===== src/rtl/mult2_seq_ctrl.sv =====
// Sequential N x N unsigned multiplier that time-shares one external 2x2 core, one digit pair per clock.
// Optional build macro ZERO_SKIP_EN: a zero operand finishes straight away with product 0 and no RUN phase.
module mult2_seq_ctrl #(
   parameter int N = 8
) (
   input  logic           clk,
   input  logic           rst_n,
   input  logic           start,
   input  logic [N-1:0]   a,
   input  logic [N-1:0]   b,
   output logic           ready,
   output logic           busy,
   output logic           done,
   output logic [2*N-1:0] product,
   output logic [1:0]     m_a,
   output logic [1:0]     m_b,
   input  logic [3:0]     m_p,
   output logic [1:0]     dbg_state
);

   localparam int D    = N / 2;
   localparam int IW   = $clog2(D);
   localparam int KW   = 2 * IW;
   localparam int SW   = $clog2(2 * N);
   localparam int KMAX = D * D - 1;

   typedef enum logic [1:0] {
      S_IDLE = 2'd0,
      S_RUN  = 2'd1,
      S_DONE = 2'd2
   } state_t;

   // Handshake: start is taken on a rising edge only while ready=1; done is a
   // single-cycle pulse and product is valid from that cycle until the next accept.
   state_t         state_q;
   logic [N-1:0]   a_q, b_q;
   logic [2*N-1:0] acc_q, product_q;
   logic [KW-1:0]  k_q;
   logic           ready_q, busy_q, done_q;
   logic [1:0]     m_a_q, m_b_q;

   logic [KW-1:0]  k_d;
   logic [2*N-1:0] acc_d, term;
   logic [SW-1:0]  shamt;
   logic [1:0]     m_a_d, m_b_d;
   logic           zero_op;
   logic           last_k;

`ifdef ZERO_SKIP_EN
   assign zero_op = (a == '0) || (b == '0);
`else
   assign zero_op = 1'b0;
`endif

   assign last_k = (k_q == KW'(KMAX));

   // Low index bits select the a digit, high bits the b digit; the core digits
   // for step k+1 are registered on the edge that retires step k.
   always_comb begin
      k_d   = k_q + KW'(1);
      shamt = SW'({k_q[IW-1:0], 1'b0}) + SW'({k_q[KW-1:IW], 1'b0});
      term  = {{(2*N-4){1'b0}}, m_p} << shamt;
      acc_d = acc_q + term;
      m_a_d = a_q[2*k_d[IW-1:0] +: 2];
      m_b_d = b_q[2*k_d[KW-1:IW] +: 2];
   end

   always_ff @(posedge clk or negedge rst_n) begin
      if (!rst_n) begin
         state_q   <= S_IDLE;
         a_q       <= '0;
         b_q       <= '0;
         acc_q     <= '0;
         product_q <= '0;
         k_q       <= '0;
         ready_q   <= 1'b1;
         busy_q    <= 1'b0;
         done_q    <= 1'b0;
         m_a_q     <= '0;
         m_b_q     <= '0;
      end else begin
         case (state_q)
            S_IDLE: begin
               if (start && zero_op) begin
                  product_q <= '0;
                  ready_q   <= 1'b0;
                  done_q    <= 1'b1;
                  state_q   <= S_DONE;
               end else if (start) begin
                  a_q     <= a;
                  b_q     <= b;
                  acc_q   <= '0;
                  k_q     <= '0;
                  m_a_q   <= a[1:0];
                  m_b_q   <= b[1:0];
                  ready_q <= 1'b0;
                  busy_q  <= 1'b1;
                  state_q <= S_RUN;
               end
            end
            S_RUN: begin
               acc_q <= acc_d;
               k_q   <= k_d;
               if (last_k) begin
                  product_q <= acc_d;
                  busy_q    <= 1'b0;
                  done_q    <= 1'b1;
                  m_a_q     <= '0;
                  m_b_q     <= '0;
                  state_q   <= S_DONE;
               end else begin
                  m_a_q <= m_a_d;
                  m_b_q <= m_b_d;
               end
            end
            S_DONE: begin
               done_q  <= 1'b0;
               ready_q <= 1'b1;
               state_q <= S_IDLE;
            end
            default: begin
               busy_q  <= 1'b0;
               done_q  <= 1'b0;
               ready_q <= 1'b1;
               m_a_q   <= '0;
               m_b_q   <= '0;
               state_q <= S_IDLE;
            end
         endcase
      end
   end

   assign ready     = ready_q;
   assign busy      = busy_q;
   assign done      = done_q;
   assign product   = product_q;
   assign m_a       = m_a_q;
   assign m_b       = m_b_q;
   assign dbg_state = state_q;

endmodule


===== config.mk =====
export PLATFORM = sky130hd
export DESIGN_NAME = mult2_seq_ctrl
export DESIGN_NICKNAME = d
export VERILOG_FILES = /design/src/rtl/mult2_seq_ctrl.sv
export SDC_FILE = /design/constraint.sdc
export NUM_CORES = 1
export LEC_CHECK = 0
export CAP_MARGIN = 10
export CORE_MARGIN = 1
export CORE_UTILIZATION = 45
export DETAILED_ROUTE_END_ITERATION = 8
export PLACE_DENSITY = 0.68
export SETUP_SLACK_MARGIN = 0.2
export SLEW_MARGIN = 20
export SYNTH_ARGS = -nofsm -noshare
export SYNTH_HDL_FRONTEND = slang
export SYNTH_SLANG_ARGS = --single-unit
export TNS_END_PERCENT = 5

===== constraint.sdc =====
create_clock -name clk -period 3.35 [get_ports clk]
set_input_delay 0.67 -clock clk [delete_from_list [all_inputs] [get_ports clk]]
set_output_delay 0.67 -clock clk [all_outputs]
set_load 0.02 [all_outputs]

==> results.json, run 1 <==
{
  "critical_path_launch_point_type": "register",
  "edff_count_synth": 0,
  "area_growth_syn_to_layout_pct": 28.2,
  "layout.cells.most_common_list": "dfrtp_1 (59), clkdlybuf4s50_1 (46), nand2_1 (36)",
  "share_comb_of_total_power_pct": 61.3,
  "power_switching_uw": 2180,
  "fp.dieW_um": 90.9,
  "post_synthesis_cells": 336,
  "ctsLongestPathBuffers": 2,
  "io_buffer_count": 47,
  "avg_wl_per_cell_um": 15.6,
  "max_slew_margin_pct": 66.9,
  "cts_made_buffers": 9,
  "layout-drive-gt1-share_pct": 25.0,
  "synth_area_per_cell_sq_um": 10.6,
  "finish.net_count": 445,
  "peak_ir_drop_on_the_vdd_network_mv": 0.453,
  "drtPass1Iterations": 4,
  "power.density_mw_per_mm2": 1170,
  "synth-simple-area-share_pct": 12.7,
  "dpl-instance-area_sq_mm": 0.00419,
  "boundaryPins": 48,
  "yosys.area_share.xor_xnor_pct": 3.45,
  "sequentialPowerShare_pct": 25.0,
  "clock_tree.root_cell": "clkbuf_8",
  "cp_max_fo": 8,
  "post_synth_instance_area_sq_mm": 0.00355,
  "finalHoldViolCount": 0,
  "fill_count": 670,
  "final_wirelength_um": 7980,
  "period_share_pct": 95.6,
  "design_area_sq_mm": 0.00456,
  "grt_setup_unrepaired": "true",
  "global_route_wire_length_before_repair_um": 13800,
  "synthAdderAreaFrac_pct": 7.11,
  "synth.mux.area_fraction_pct": 13.6,
  "portion_of_total_power_attributed_to_the_clock_network_pct": 13.8,
  "timing.critical_path.arrival_ps": 3440,
  "initial_antenna_violation_count": 0,
  "fp.dieArea_sq_mm": 0.00826,
  "p_int_uw": 3140,
  "ys_seq_elements": 61,
  "complex_gate_fraction_of_the_synthesized_area_pct": 16.3,
  "finalCriticalPeriod_ps": 3200,
  "place.detailed.hpwl_um": 5790,
  "cts.reportedPaths.clkPinSlew_ps": 70,
  "cp_data_required_time_ps": 3580,
  "yosys_warnings": 0,
  "grt.overflow.total": 0,
  "synth_cell_type_count": 54,
  "timing_worst_setup_path_type": "reg -> reg",
  "share_of_the_yosys_chip_area_belonging_to_registers_pct": 43.0,
  "fp-row-count": 32,
  "first_global_vias": 2831,
  "synth_async_sr_flop_share_pct": 100,
  "cts_tree": "built",
  "timing.hold.worst.class": "in -> async",
  "overall_die_height_um": 90.9,
  "final_common_cell": "dfrtp_1",
  "maximum_number_of_pins_on_one_net_before_global_route_repair": 23,
  "tritoncts_num_sinks": 61,
  "drc_errors": 0,
  "initial_utilization_pct": 46.2,
  "dr_total_vias": 2811,
  "p_leak_uw": 0.00202,
  "finClkSkew_ps": 6.63,
  "antenna_violating_nets_post_route": 0,
  "max_cap_viol_count": 0,
  "cts_htree_levels": 3,
  "timing.critical_path.to_type": "register",
  "clk-insertion-delay-late_ps": 340,
  "place.gp.congestion": 0.874,
  "largest_family_of_logic_cells_by_synthesized_area": "compound AO/OA/AOI/OAI gates",
  "final-max-slew-violation-count": 0,
  "max_slew.worst_pin.slew_ps": 497,
  "initial_drt_markers": 128,
  "setup_viol_count_final": 0,
  "detail_route.vias_per_cell": 5.51,
  "worst_hold_slack_ps": 281,
  "core_sq_mm": 0.00769,
  "status": "finished clean",
  "fmax_ghz": 0.312,
  "track_usage_pct": 21.3,
  "switching_share_pct": 41.0,
  "synthesis.nets": 378,
  "antenna_cells": 0,
  "ys.flop_type": "dfrtp_1"
}
-- metal layers --
| metal | GRT usage, % | routed length, um | up-vias |
|---|---|---|---|
| met5 | 0 | 0 | - |
| met4 | 8.73 | 239 | 0 |
| met3 | 5.72 | 312 | 19 |
| met2 | 34.6 | 3900 | 78 |
| met1 | 27.0 | 3520 | 1365 |
| li1 | - | - | 1349 |
-- cell type report --
| class | count | area [sq um] | share of cell area [%] |
|---|---|---|---|
| clock inverters | 7 | 97.6 | 2.14 |
| well taps | 102 | 128 | 2.80 |
| repair buffers | 73 | 661 | 14.5 |
| clock buffers | 9 | 124 | 2.72 |
| multi-input cells | 247 | 1970 | 43.3 |
| flip-flops and latches | 61 | 1530 | 33.6 |
| inverters | 11 | 46.3 | 1.02 |
-- cells by family (layout without fill, tap and decap cells) --
group,Yosys count,in the layout
simple gates,100,100
compound gates,79,79
flops,61,61
mux,35,35
buf+inv,28,100
fa+ha+maj,19,19
xor+xnor,14,14
-- Yosys cell counts, types with 2 or more instances --
cell | number | share of area [%]
clkbuf_1 | 6 | 0.63
o32ai_1 | 2 | 0.49
ha_1 | 17 | 6.0
mux4_2 | 8 | 5.1
a22o_1 | 13 | 3.2
nor2b_1 | 4 | 0.70
nor2_1 | 24 | 2.5
a21oi_1 | 11 | 1.5
buf_4 | 3 | 0.63
fa_1 | 2 | 1.1
inv_1 | 10 | 1.1
mux2_2 | 19 | 6.0
nand4_1 | 2 | 0.35
a31oi_1 | 7 | 1.2
and3_1 | 2 | 0.35
xor2_1 | 6 | 1.5
nor3_1 | 5 | 0.70
o21ai_1 | 3 | 0.42
nand2_1 | 38 | 4.0
dfrtp_1 | 60 | 42
o22ai_1 | 3 | 0.53
o21bai_1 | 3 | 0.63
buf_2 | 7 | 0.99
xnor2_1 | 8 | 2.0
o21ai_0 | 15 | 2.1
nand2b_1 | 9 | 1.6
a21oi_2 | 2 | 0.49
mux2i_1 | 5 | 1.4
a21o_1 | 7 | 1.5
mux2_1 | 2 | 0.63
nor2_2 | 2 | 0.35
nand3_1 | 9 | 1.3
-- critical path, stage by stage (launching register included) --
cell	delay, ps
dfrtp_2	410
ha_1	200
inv_1	80
fa_2	530
nor2_2	190
a31oi_2	60
nor2_1	120
ha_2	320
a21o_1	170
a211oi_1	310
a21o_1	200
o31ai_4	80
xnor2_2	140
mux2_4	260
-- flip-flops by register name (all words and copies together), names as in the netlist --
signal / cells
done: 1
a_q: 8
b_q: 8
k_q: 4
product: 16
m_b: 2
acc_q: 16
busy: 1
ready: 1
m_a: 2
dbg_state: 2
-- path summary, 6_finish.rpt --
| path | startpoint | endpoint | slack (ps) | depth (start not counted) |
|---|---|---|---|---|
| max in group asynchronous | rst_n | ready$_DFFE_PN1P_ | 2340 | 2 |
| hold reg to reg | product[5]$_DFFE_PN0P_ | product[5]$_DFFE_PN0P_ | 480 | 2 |
| setup reg to reg | k_q[0]$_DFFE_PN0P_ | product[15]$_DFFE_PN0P_ | 150 | 13 |
| hold / removal | rst_n | product[15]$_DFFE_PN0P_ | 280 | 1 |
| setup / recovery | k_q[0]$_DFFE_PN0P_ | product[15]$_DFFE_PN0P_ | 150 | 13 |
| min in group clk | product[5]$_DFFE_PN0P_ | product[5]$_DFFE_PN0P_ | 480 | 2 |
-- power by group through the flow --
stage          sequential (uW)  combinational, uW  clock, uW
5_1_grt                   1380               3570        788
3_3_place_gp              1340               2930          0
6_report                  1330               3260        733
2_1_floorplan             1460               2030          0
3_5_place_dp              1350               2970          0
4_1_cts                   1340               3160        755
-- through the flow --
step                setup WS (ps)  std cells  setup TNS, ps  total power, uW  utilization (%)
floorplan                     218        336              0             3490                -
global placement             46.3        485              0             4270             54.5
detailed placement           46.4        485              0             4320             54.5
CTS                           154        507              0             5250             58.5
global route                -29.8        510          -33.2             5730             59.3
finish                        147        510              0             5320             59.3
-- repair_timing --
item                       4_1_cts  5_1_grt
pin swaps                       18        6
hold buffers                     0        0
buffers inserted                 6        3
setup endpoints to repair       15       21
resized for setup               12        9
Power figures use the tool's default switching activity.
==> run 2: changes to the inputs <==
- PLACE_DENSITY: 0.68 -> 0.65
- clock period: 3.35 -> 3.9 ns (I/O delays scaled with it)
==> results.json, run 2 (same netlist as run 1, synthesis figures left out) <==
{
  "fp.dieArea_sq_mm": 0.00826,
  "grt_setup_unrepaired": "false",
  "clock_tree.root_cell": "clkbuf_8",
  "core_sq_mm": 0.00769,
  "status": "finished clean",
  "drtPass1Iterations": 4,
  "cp_max_fo": 10,
  "p_leak_uw": 0.00188,
  "area_growth_syn_to_layout_pct": 19.6,
  "place.detailed.hpwl_um": 5490,
  "timing.critical_path.arrival_ps": 3730,
  "antenna_violating_nets_post_route": 0,
  "cp_data_required_time_ps": 4130,
  "fmax_ghz": 0.286,
  "cts_htree_levels": 3,
  "timing.final.ws_setup_ps": 407,
  "tritoncts_num_sinks": 61,
  "max_slew_margin_pct": 35.4,
  "detail_route.vias_per_cell": 5.43,
  "critical_path_launch_point_type": "register",
  "max_slew.worst_pin.slew_ps": 967,
  "cts.reportedPaths.clkPinSlew_ps": 70,
  "timing.critical_path.to_type": "register",
  "timing.hold.worst.class": "reg -> reg",
  "io_buffer_count": 47,
  "fp.dieW_um": 90.9,
  "global_route_wire_length_before_repair_um": 13100,
  "layout-drive-gt1-share_pct": 15.3,
  "antenna_cells": 0,
  "peak_ir_drop_on_the_vdd_network_mv": 0.413,
  "max_cap_viol_count": 0,
  "finClkSkew_ps": 7.32,
  "ctsHoldBuffers": 0,
  "cts_tree": "built",
  "period_share_pct": 89.6,
  "initial_antenna_violation_count": 0,
  "fin_tns_setup_ps": 0,
  "setup_viol_count_final": 0,
  "dr_total_vias": 2645,
  "final_common_cell": "dfrtp_1",
  "timing_worst_setup_path_type": "reg -> reg",
  "finalHoldViolCount": 0,
  "fp-row-count": 32,
  "initial_drt_markers": 102,
  "track_usage_pct": 20.4,
  "maximum_number_of_pins_on_one_net_before_global_route_repair": 41,
  "drc_errors": 0,
  "first_global_vias": 2720,
  "avg_wl_per_cell_um": 15.6,
  "layout.cells.most_common_list": "dfrtp_1 (59), clkdlybuf4s50_1 (46), nand2_1 (38)",
  "final_wirelength_um": 7600,
  "finish.net_count": 422,
  "grt.overflow.total": 0,
  "overall_die_height_um": 90.9,
  "finalCriticalPeriod_ps": 3490,
  "place.gp.congestion": 0.876,
  "initial_utilization_pct": 46.2,
  "dp_slack_ps": 417,
  "final-max-slew-violation-count": 0,
  "layout.core_utilization_pct": 55.3,
  "ctsLongestPathBuffers": 2,
  "clk-insertion-delay-late_ps": 350,
  "cts_made_buffers": 9,
  "ctsResizeCount": 0,
  "cts_setup_buffers": 0,
  "boundaryPins": 48,
  "power.density_mw_per_mm2": 965
}
==> run 2: path summary, 6_finish.rpt <==
| check | endpoint | cells past startpoint | from | slack, ps |
|---|---|---|---|---|
| min in group asynchronous | acc_q[4]$_DFFE_PN0P_ | 1 | rst_n | 540 |
| worst min register to register | product[6]$_DFFE_PN0P_ | 2 | product[6]$_DFFE_PN0P_ | 470 |
| worst max register to register | product[13]$_DFFE_PN0P_ | 10 | k_q[3]$_DFFE_PN0P_ | 410 |
| max in group asynchronous | product[13]$_DFFE_PN0P_ | 2 | rst_n | 2550 |
| worst max-delay path | product[13]$_DFFE_PN0P_ | 10 | k_q[3]$_DFFE_PN0P_ | 410 |
| worst min-delay path | product[6]$_DFFE_PN0P_ | 2 | product[6]$_DFFE_PN0P_ | 470 |
==> run 2: cell type report <==
type                       count  area, sq um
clock buffer                  14          163
clock inverter                 2         10.0
fill                         701         3440
inverter                      11         46.3
multi-input combinational    247         1890
sequential                    61         1530
tap                          102          128
timing repair buffer          50          488
==> run 2: routing by layer <==
layer  global-route usage, %  vias up  share of wire, %
li1                        -     1300                 -
met2                    31.7       85                46
met3                    3.87       21               5.0
met1                    26.7     1239                46
met5                       0        -                 0
met4                    11.5        0               3.6
==> run 2: critical path: stages (launching register included) <==
cell       delay, ps
dfrtp_1          540
inv_1            140
fa_1             700
nand2b_1         160
o21ai_0          200
ha_1             320
a21o_1           240
a2111oi_0        470
a21oi_1          160
xor2_1           170
mux2_2           270
==> run 2: stage by stage <==
step / instance area [sq um] / total power, uW / std cells / hold slack (ps)
finish: 4250 / 4100 / 487 / 471
global route: 4250 / 4460 / 487 / 503
CTS: 4250 / 4130 / 487 / 478
detailed placement: 4080 / 3600 / 471 / 461
global placement: 4080 / 3560 / 471 / 457
floorplan: 3550 / 2990 / 336 / 453
==> run 2: where the power goes <==
group | internal (uW) | switching [uW] | total, uW
clock network | 264 | 246 | 510
registers | 950 | 217 | 1170
logic | 1170 | 1260 | 2430
total | 2380 | 1720 | 4100
==> run 3: changes to the inputs <==
- GPL_TIMING_DRIVEN: not set -> 0
==> results.json, run 3 (same netlist as run 1, synthesis figures left out) <==
{
  "sequentialPowerShare_pct": 26.8,
  "worst-r2r-setup-slack_ps": 360,
  "maximum_number_of_pins_on_one_net_before_global_route_repair": 42,
  "final_cell_count_no_fill": 502,
  "ctsHoldBuffers": 0,
  "global_route_wire_length_before_repair_um": 12900,
  "portion_of_total_power_attributed_to_the_clock_network_pct": 14.6,
  "power.density_mw_per_mm2": 979,
  "max_slew_margin_pct": 62.2,
  "area_growth_syn_to_layout_pct": 23.5,
  "crit_path_cell_trace": "ha_1 -> inv_1 -> fa_1 -> clkbuf_2 -> nand2_1 -> nor2_1 -> ha_1 -> fa_1 -> a21oi_1 -> o21ai_2 -> a21oi_2 -> o311a_4 -> xnor2_1 -> mux2_2",
  "timing_worst_setup_path_type": "reg -> reg",
  "finClkSkew_ps": 10.1,
  "timing.critical_path.to_type": "register",
  "io_buffer_count": 47,
  "layout-drive-gt1-share_pct": 17.5,
  "timing.hold.worst.class": "in -> async",
  "power_switching_uw": 1780,
  "grt_setup_unrepaired": "true",
  "finalCriticalPeriod_ps": 3540,
  "drc_errors": 0,
  "clk-insertion-delay-late_ps": 350,
  "rr_endpoint": "product[10]$_DFFE_PN0P_",
  "path_delay_family": "adder cells",
  "clock_tree.root_cell": "clkbuf_8",
  "cts_htree_levels": 3,
  "timing.reg2reg.worst_path_depth": 14,
  "cts_setup_buffers": 0,
  "placed_cells": 486,
  "finalHoldViolCount": 0,
  "cts.reportedPaths.clkPinSlew_ps": 70,
  "antenna_violating_nets_post_route": 0,
  "initial_utilization_pct": 46.2,
  "p_leak_uw": 0.00195,
  "track_usage_pct": 20.3,
  "fin_tns_setup_ps": 0,
  "final_wirelength_um": 7820,
  "fmax_ghz": 0.282,
  "cpPeakStageDelay_ps": 480,
  "layout.cells.most_common_list": "dfrtp_1 (59), clkdlybuf4s50_1 (46), nand2_1 (38)",
  "boundaryPins": 48,
  "detail_route.vias_per_cell": 5.39,
  "finish.net_count": 437,
  "avg_wl_per_cell_um": 15.6,
  "overall_die_height_um": 90.9,
  "cts_tree": "built",
  "cp_data_required_time_ps": 4130,
  "p_int_uw": 2520,
  "switching_share_pct": 41.4,
  "fp.dieW_um": 90.9,
  "fp.dieArea_sq_mm": 0.00826,
  "initial_antenna_violation_count": 0,
  "max_slew.worst_pin.slew_ps": 567,
  "rr_startpoint": "k_q[0]$_DFFE_PN0P_",
  "worst_hold_slack_ps": 314,
  "dr_total_vias": 2706,
  "first_global_vias": 2682,
  "status": "finished clean",
  "cp_max_fo": 10,
  "grt.overflow.total": 0,
  "peak_ir_drop_on_the_vdd_network_mv": 0.347,
  "cts_made_buffers": 9,
  "max_cap_viol_count": 0,
  "initial_drt_markers": 81,
  "final_common_cell": "dfrtp_1",
  "tritoncts_num_sinks": 61,
  "cpMaxStageDelayCell": "dfrtp_2",
  "timing.critical_path.arrival_ps": 3780,
  "p_total_uw": 4300,
  "place.detailed.hpwl_um": 5830,
  "setup_viol_count_final": 0,
  "drtPass1Iterations": 4,
  "period_share_pct": 90.9,
  "critical_path_launch_point_type": "register",
  "core_sq_mm": 0.00769,
  "fp-row-count": 32,
  "place.gp.congestion": 0.951,
  "final-max-slew-violation-count": 0,
  "antenna_cells": 0,
  "ctsLongestPathBuffers": 2,
  "share_comb_of_total_power_pct": 58.6,
  "path_buf_inv": 2
}
[run 3: metal layers]
layer / up-vias / track usage, % / wire length [um]
met1: 1312 / 26.3 / 3590
met5: - / 0 / 0
met4: 0 / 8.73 / 154
met2: 53 / 33.3 / 3760
met3: 13 / 3.87 / 314
li1: 1328 / - / -
[run 3: area by class of cell]
type / count / area [sq um]
Inverter: 11 / 46.3
Buffer: 17 / 92.6
Tap cell: 102 / 128
Clock buffer: 12 / 145
Fill cell: 706 / 3300
Timing Repair Buffer: 48 / 488
Multi-Input combinational cell: 247 / 1890
Clock inverter: 4 / 72.6
Sequential cell: 61 / 1530
[run 3: timing repair]
action,in CTS,in global routing
cloned,0,0
gates resized for setup,1,2
setup endpoints to repair,3,14
[run 3: power by group through the flow]
stage	Clock [uW]	Combinational, uW	Sequential (uW)
global route	665	2770	1190
floorplan	0	1730	1260
finish	629	2520	1150
detailed placement	0	2520	1160
global placement	0	2470	1150
CTS	642	2530	1150
[run 3: how the worst max path moves through the flow]
stage          depth (start not counted)                      end               start
2_1_floorplan                         14  product[10]$_DFFE_PN0P_  k_q[0]$_DFFE_PN0P_
3_3_place_gp                           1       b_q[2]$_DFFE_PN0P_               rst_n
3_5_place_dp                          14  product[10]$_DFFE_PN0P_  k_q[0]$_DFFE_PN0P_
4_1_cts                               14  product[10]$_DFFE_PN0P_  k_q[0]$_DFFE_PN0P_
5_1_grt                               14  product[14]$_DFFE_PN0P_  k_q[2]$_DFFE_PN0P_
6_report                              14  product[10]$_DFFE_PN0P_  k_q[0]$_DFFE_PN0P_
[run 3: through the flow]
stage | util (%) | setup slack (ps) | cell area (sq um)
final | 57.1 | 355 | 4390
after global placement | 54.0 | -1.44 | 4150
after global routing | 57.1 | 146 | 4390
after CTS | 57.1 | 292 | 4390
after detailed placement | 54.2 | 189 | 4170
after floorplan | - | 616 | 3550
